File: src/rtl/led_sequencer_multi.sv
// Single-lit-LED sequencer: sweeps a one-hot position across LED_OUT with a
// per-position dwell, in single-sweep, continuous-loop or bounce mode.
module led_sequencer_multi #(
   parameter int unsigned LED_WIDTH  = 8,
   parameter int unsigned STEP_TICKS = 50000000,
   parameter int unsigned CNT_WIDTH  = 26,
   parameter int unsigned IDX_WIDTH  = 3
) (
   input  logic                 CLK,
   input  logic                 RESET_N,
   input  logic [1:0]           MASTER_CONTROL,
   input  logic                 START,
   input  logic                 PAUSE,
   output logic [LED_WIDTH-1:0] LED_OUT,
   output logic [IDX_WIDTH-1:0] POS_OUT,
   output logic [1:0]           STATE_OUT,
   output logic                 SWEEP_DONE
);

   typedef enum logic [1:0] {
      ST_IDLE = 2'd0,
      ST_UP   = 2'd1,
      ST_DOWN = 2'd2
   } state_t;

   localparam logic [1:0]           MODE_STOP   = 2'd0;
   localparam logic [1:0]           MODE_SINGLE = 2'd1;
   localparam logic [1:0]           MODE_LOOP   = 2'd2;
   localparam logic [CNT_WIDTH-1:0] LAST_CNT    = CNT_WIDTH'(STEP_TICKS - 1);
   localparam logic [IDX_WIDTH-1:0] LAST_POS    = IDX_WIDTH'(LED_WIDTH - 1);
   localparam logic [IDX_WIDTH-1:0] TURN_POS    = IDX_WIDTH'(LED_WIDTH - 2);

   state_t                 state_q, state_d;
   logic [CNT_WIDTH-1:0]   count_q, count_d;
   logic [IDX_WIDTH-1:0]   pos_q, pos_d;
   logic [1:0]             mode_q, mode_d;
   logic [LED_WIDTH-1:0]   led_d;
   logic                   done_d;

   // State register; LED and done pulse are registered alongside it.
   always_ff @(posedge CLK or negedge RESET_N) begin
      if (!RESET_N) begin
         state_q    <= ST_IDLE;
         count_q    <= '0;
         pos_q      <= '0;
         mode_q     <= MODE_STOP;
         LED_OUT    <= '0;
         SWEEP_DONE <= 1'b0;
      end else begin
         state_q    <= state_d;
         count_q    <= count_d;
         pos_q      <= pos_d;
         mode_q     <= mode_d;
         LED_OUT    <= led_d;
         SWEEP_DONE <= done_d;
      end
   end

   // Next-state: abort beats pause, pause beats dwell advance.
   always_comb begin
      state_d = state_q;
      count_d = count_q;
      pos_d   = pos_q;
      mode_d  = mode_q;
      done_d  = 1'b0;

      case (state_q)
         ST_IDLE: begin
            count_d = '0;
            pos_d   = '0;
            if (START && (MASTER_CONTROL != MODE_STOP)) begin
               state_d = ST_UP;
               mode_d  = MASTER_CONTROL;
            end
         end
         ST_UP, ST_DOWN: begin
            if (MASTER_CONTROL == MODE_STOP) begin
               state_d = ST_IDLE;
               count_d = '0;
               pos_d   = '0;
            end else if (PAUSE) begin
               count_d = count_q;
            end else if (count_q != LAST_CNT) begin
               count_d = count_q + CNT_WIDTH'(1);
            end else begin
               count_d = '0;
               if (state_q == ST_UP) begin
                  if (pos_q != LAST_POS) begin
                     pos_d = pos_q + IDX_WIDTH'(1);
                  end else begin
                     case (mode_q)
                        MODE_SINGLE: begin
                           state_d = ST_IDLE;
                           pos_d   = '0;
                           done_d  = 1'b1;
                        end
                        MODE_LOOP: begin
                           pos_d  = '0;
                           done_d = 1'b1;
                        end
                        default: begin
                           state_d = ST_DOWN;
                           pos_d   = TURN_POS;
                        end
                     endcase
                  end
               end else begin
                  if (pos_q != '0) begin
                     pos_d  = pos_q - IDX_WIDTH'(1);
                     done_d = (pos_q == IDX_WIDTH'(1));
                  end else begin
                     state_d = ST_UP;
                     pos_d   = IDX_WIDTH'(1);
                  end
               end
            end
         end
         default: begin
            state_d = ST_IDLE;
            count_d = '0;
            pos_d   = '0;
         end
      endcase

      led_d = (state_d == ST_IDLE) ? '0 : (LED_WIDTH'(1) << pos_d);
   end

   assign POS_OUT   = pos_q;
   assign STATE_OUT = state_q;

endmodule

File: config.mk
export PLATFORM = sky130hd
export DESIGN_NAME = led_sequencer_multi
export DESIGN_NICKNAME = d
export VERILOG_FILES = /design/src/rtl/led_sequencer_multi.sv
export SDC_FILE = /design/constraint.sdc
export NUM_CORES = 1
export LEC_CHECK = 0
export BUFFER_PORTS_ARGS = -buffer_cell sky130_fd_sc_hd__buf_2
export CAP_MARGIN = 20
export CORE_AREA = 2 2 79 81
export CTS_CLUSTER_DIAMETER = 60
export CTS_CLUSTER_SIZE = 25
export DETAILED_ROUTE_END_ITERATION = 8
export DIE_AREA = 0 0 81 83
export PLACE_DENSITY = 0.68
export SLEW_MARGIN = 20
export SYNTH_ARGS = -nofsm -noshare
export SYNTH_HDL_FRONTEND = slang
export SYNTH_SLANG_ARGS = --single-unit
File: constraint.sdc
create_clock -name CLK -period 4.45 [get_ports CLK]
set_input_delay 0.2225 -clock CLK [delete_from_list [all_inputs] [get_ports CLK]]
set_output_delay 0.2225 -clock CLK [all_outputs]
set_load 0.02 [all_outputs]
# == Word level (Yosys, flattened, before mapping) ==
# Cells that the tools add are included.
# totals
output_inout_bits,14
input_bits,6
reg_bits,42
# op_classes
shift,1
n_eq_ne,8
n_reduce_logical,9
mux,30
n_addsub,3
# op_table
op,count
2-to-1 mux 26 bit,4
adder 26 x 1 -> 26 bit (second input constant),1
!= test 26 bit (second input constant),1
2-to-1 mux 3 bit,8
2-to-1 mux 2 bit,7
2-to-1 mux 1 bit,8
2-to-1 mux 8 bit,1
one-hot mux 2 bit (2 select lines),2
left shift 1 x 3 -> 8 bit (first input constant),1
logical NOT 2 bit,3
!= test 3 bit (second input constant),2
equality test 2 x 1 -> 1 bit (second input constant),2
equality test 2 bit (second input constant),2
OR reduction 2 bit,2
adder 3 x 1 -> 3 bit (second input constant),1
equality test 3 x 1 -> 1 bit (second input constant),1
nonzero test 3 bit,1
subtractor 3 x 1 -> 3 bit (second input constant),1
AND reduction 2 bit,1
nonzero test 2 bit,1
logical AND 1 bit,1

# == Logic depth before layout (Yosys ltp) ==
# depth
ltp_word,11
depth_mapped,9

# == Worst setup path after synthesis ==
# No wires, ideal clock.
# synth_path
path_type,register to register
start,reg state_q[1] (netlist: STATE_OUT[1])
end,reg LED_OUT[1]
synth_period_minus_slack_ns,2.115
setup_slack_ns,2.335
path_buffers,1
setup_ns,0.124
path_stages_with_launch,10
t_arrival_ns,1.992
cell_sequence,dfrtp_1 -> inv_1 -> ha_1 -> o21a_1 -> clkbuf_1 -> o21ai_0 -> a41oi_1 -> a311oi_1 -> o21a_4 -> nor3_1
# synth_between
elab_chain_cells,9
elab_cells_between_ends,21
# synth_rtl
element,line,rtl
"start, declared",33,"state_t state_q, state_d;"
"start signal, assigned",50,state_q <= state_d;
one-hot mux 2 bit (2 select lines),91,case (mode_q)
2-to-1 mux 2 bit,88,if (pos_q != LAST_POS) begin
2-to-1 mux 2 bit,87,if (state_q == ST_UP) begin
2-to-1 mux 2 bit,83,end else if (count_q != LAST_CNT) begin
2-to-1 mux 2 bit,81,end else if (PAUSE) begin
2-to-1 mux 2 bit,77,if (MASTER_CONTROL == MODE_STOP) begin
one-hot mux 2 bit (2 select lines),67,case (state_q)
logical NOT 2 bit,125,led_d = (state_d == ST_IDLE) ? '0 : (LED_WIDTH'(1) << pos_d);
2-to-1 mux 8 bit *,125,
net led_d[1],37,logic [LED_WIDTH-1:0] led_d;
"end signal, assigned",54,LED_OUT <= led_d;
"end, declared",14,"output logic [LED_WIDTH-1:0] LED_OUT,"
# The timed path passes the listed nets; every way through them passes the cells marked *.
# A chain may end at the register's enable or synchronous reset.

# == Worst setup path in the final report ==
# layout_path
start,reg state_q[0] (netlist: STATE_OUT[0])
end,reg count_q[25]
# layout_between
elab_chain_cells,3
elab_cells_between_ends,5
# layout_rtl
element,line,rtl
equality test 2 x 1 -> 1 bit / equality test 2 bit (equally long branches),67,
OR reduction 2 bit *,67,
!= test 3 bit (no source line) / 2-to-1 mux 26 bit (equally long branches),--,
"end signal, assigned",51,count_q <= count_d;
"end, declared",34,"logic [CNT_WIDTH-1:0] count_q, count_d;"
# Mark *: on every way between the ends. The rest lies on a longest branch, timed or not.

==> key figures <==
Die
  • Core area: 5820 µm²
  • DIE WIDTH: ~81 µm
  • Row count: 28
  • Die Height: around 83 µm
  • Die footprint: ~6700 µm²
  • I/O pins: 20
  • Starting Density: 43.6%

Detailed routing
  • Via count: roughly 2100
  • First drt pass iteration count: 4
  • Initial drt markers: 107
  • DRC: 0
  • Post-Route WL: 5.73 mm
  • Routed wire per std cell: 15.3 µm
  • Detail Route Antenna Nets: 0
  • Vias per inst: 5.73

STA
  • Slew @ Worst Pin: 0.895 ns
  • Hold violation count in the final report: 0
  • Final period util: between 50% and 60%
  • Setup_tns: 0 ns
  • Final Max Slew Viols: 0
  • Setup Skew: between 0.003 and 0.004 ns
  • Slew HR: about two fifths
  • Fmax: slightly above 400 MHz
  • Final Setup Violations: 0
  • RSZ-0062 raised after global routing: false
  • Final critical-path required period: 2.47 ns

Synthesis
  • Post-synth design cell area: roughly 2500 µm²
  • Syn_area_per_cell: 9.05 µm²
  • EDFF count, synth: 0
  • Ys Warns: 0
  • Syn_nets: 298
  • Seq/Total Area, Yosys: 41.5%
  • Async SR Flop Fraction: 100%
  • Yosys cell types: 60
  • Synth Flop Type: dfrtp_1
  • Yosys reg bits: 42
  • Cell count after synthesis: 280

CTS
  • CTS tree: built
  • Clock transition at path regs: roughly 0.08 ns
  • H-Tree Depth: 2
  • Hold_buf cts: 0
  • Skew-Pair Late Insertion Delay: 0.29 ns
  • Total CTS buffers: 5
  • Clock buffer depth: 2
  • # Post-CTS Setup Buffers: 0
  • Clk sinks: 42
  • Root Buffer: clkbuf_8
  • Post_cts resized: 0

Global route
  • Initial antenna violation count: 0
  • Largest net degree at the start of global routing: 43
  • GRT Util Overall: 18.2%
  • Gr ovfl total: 0
  • Vias in the first global route: 2052
  • First-pass GRT wire length: 9.76 mm

Critical path
  • Crit path kind: register to register
  • Critical Path End Type: register
  • Most used cell, CP: nor2_1
  • Buf+Inv Stages, Crit Path: 1
  • Top delay family on crit path: simple AND/OR/NAND/NOR gates
  • Critical path data arrival time: 2.63 ns
  • Setup crit start: STATE_OUT[0]
  • CP max stage cell: dfrtp_1
  • Worst Setup Start Kind: register
  • Critical R2R Launch: STATE_OUT[0]
  • Cell Chain, Critical Path: inv_1, ha_1, o211ai_1, nand4_1, nor2_1, nand3_1, xor2_1, nor2_1
  • CP peak stage delay: ~0.44 ns
  • CP Max Fanout: 8
  • Worst EP required: 4.61 ns

Pwr
  • Leakage power: 1.19 nW
  • VDD IR-drop max: about 260 µV
  • Power Density: 343 nW/µm²
  • Power Total: 0.952 mW

Final layout
  • Synthesis-to-layout area growth: 9.33%
  • Fill cells: roughly 590
  • Ant. Diodes: 0
  • Layout cells sized above 1: 13.7%
  • Commonest cells after routing, fill and taps aside: dfrtp_1 (42), nand2_1 (31), nor2_1 (23), nor3_1 (21), buf_2 (19)
  • Most common cell after layout, fill and taps aside: dfrtp_1
  • Fin nets: approximately 320
  • Final Instance Area: about 2800 µm²

Placed design
  • Placer Congestion: about 0.9
  • Dpl cell area: 2690 µm²
  • PortBufs: 19
  • HPWL after DPL: 4.23 mm

Job
  • Max-cap violations: 0

Outcome
  • Outcome: finished, final reports clean

Min path
  • Worst Hold Class: primary input to async pin
metrics by stage:
step	std cells	setup slack (ns)	hold WS [ns]	util [%]
floorplan	280	2.33	-0.0731	-
global placement	366	1.97	0.403	46.2
detailed placement	366	1.98	0.415	46.2
CTS	374	1.98	0.0953	47.7
global route	374	1.82	0.134	47.7
finish	374	1.98	0.0544	47.7
logic make-up after synthesis:
family                   count (synthesis)  share of synthesized area, %
AO/OA/AOI/OAI                           53                          14.4
XOR/XNOR                                 9                          3.11
adder cells (fa/ha/maj)                 12                          5.92
buffers and inverters                   20                          3.45
flip-flops                              42                          41.5
multiplexers                             3                          1.23
AND/OR/NAND/NOR                        141                          30.4
where the power goes:
group | internal (mW) | switching, mW | leakage [nW] | total [mW]
logic | 0.0913 | 0.192 | 0.567 | 0.283
clock network | 0.111 | 0.130 | 0.0452 | 0.241
registers | 0.405 | 0.0228 | 0.576 | 0.428
synth_stat cells, types with 2 or more instances:
cell      number  area (µm²)
dfrtp_1       42        1050
nand2_1       31         116
nor2_1        23        86.3
nor3_1        21         105
nand3_1       15        75.1
ha_1          12         150
inv_1         11        41.3
nand4_1       10        62.6
o21ai_0       10        50.1
a21oi_1        9        45.0
a31oi_1        7        43.8
xor2_1         6        52.6
a21o_1         5        37.5
clkbuf_1       5        18.8
and2_1         4        25.0
and3_1         4        25.0
nand2b_1       3        18.8
nand3b_1       3        22.5
nor2b_1        3        18.8
o211ai_1       3        22.5
or3_1          3        18.8
xnor2_1        3        26.3
a311oi_1       2        17.5
a41oi_1        2        17.5
and4_1         2        17.5
mux2i_1        2        20.0
nor4_1         2        12.5
o21a_1         2        15.0
o22ai_1        2        12.5
or2_2          2        12.5
or3b_1         2        17.5
final cells by class:
type | instances | area, µm² | area share, %
clock inverter | 2 | 13.8 | 0.497
inverter | 11 | 41.3 | 1.49
timing repair buffer | 20 | 103 | 3.70
clock buffer | 6 | 72.6 | 2.62
sequential | 42 | 1050 | 37.9
tap | 75 | 93.8 | 3.39
multi-input combinational | 218 | 1400 | 50.4
flip-flops by register name, summed over array words and instances (netlist names):
name	cells
POS_OUT	3
STATE_OUT	2
SWEEP_DONE	1
count_q	26
mode_q	2
LED_OUT	8
per-layer routing:
layer	GRT usage (%)	wire length [µm]
met1	26.0	2750
met2	27.4	2680
met3	3.37	241
met4	6.16	59
met5	0	0
final timing paths:
check / endpoint / slack [ns] / cells after the start
setup / recovery: count_q[25] / 1.98 / 8
hold / removal: count_q[16] / 0.05 / 1
setup reg to reg: count_q[25] / 1.98 / 8
hold reg to reg: mode_q[1] / 0.52 / 2
max in group asynchronous: LED_OUT[2] / 3.84 / 1
min in group CLK: mode_q[1] / 0.25 / 3
Power figures use the tool's default switching activity.
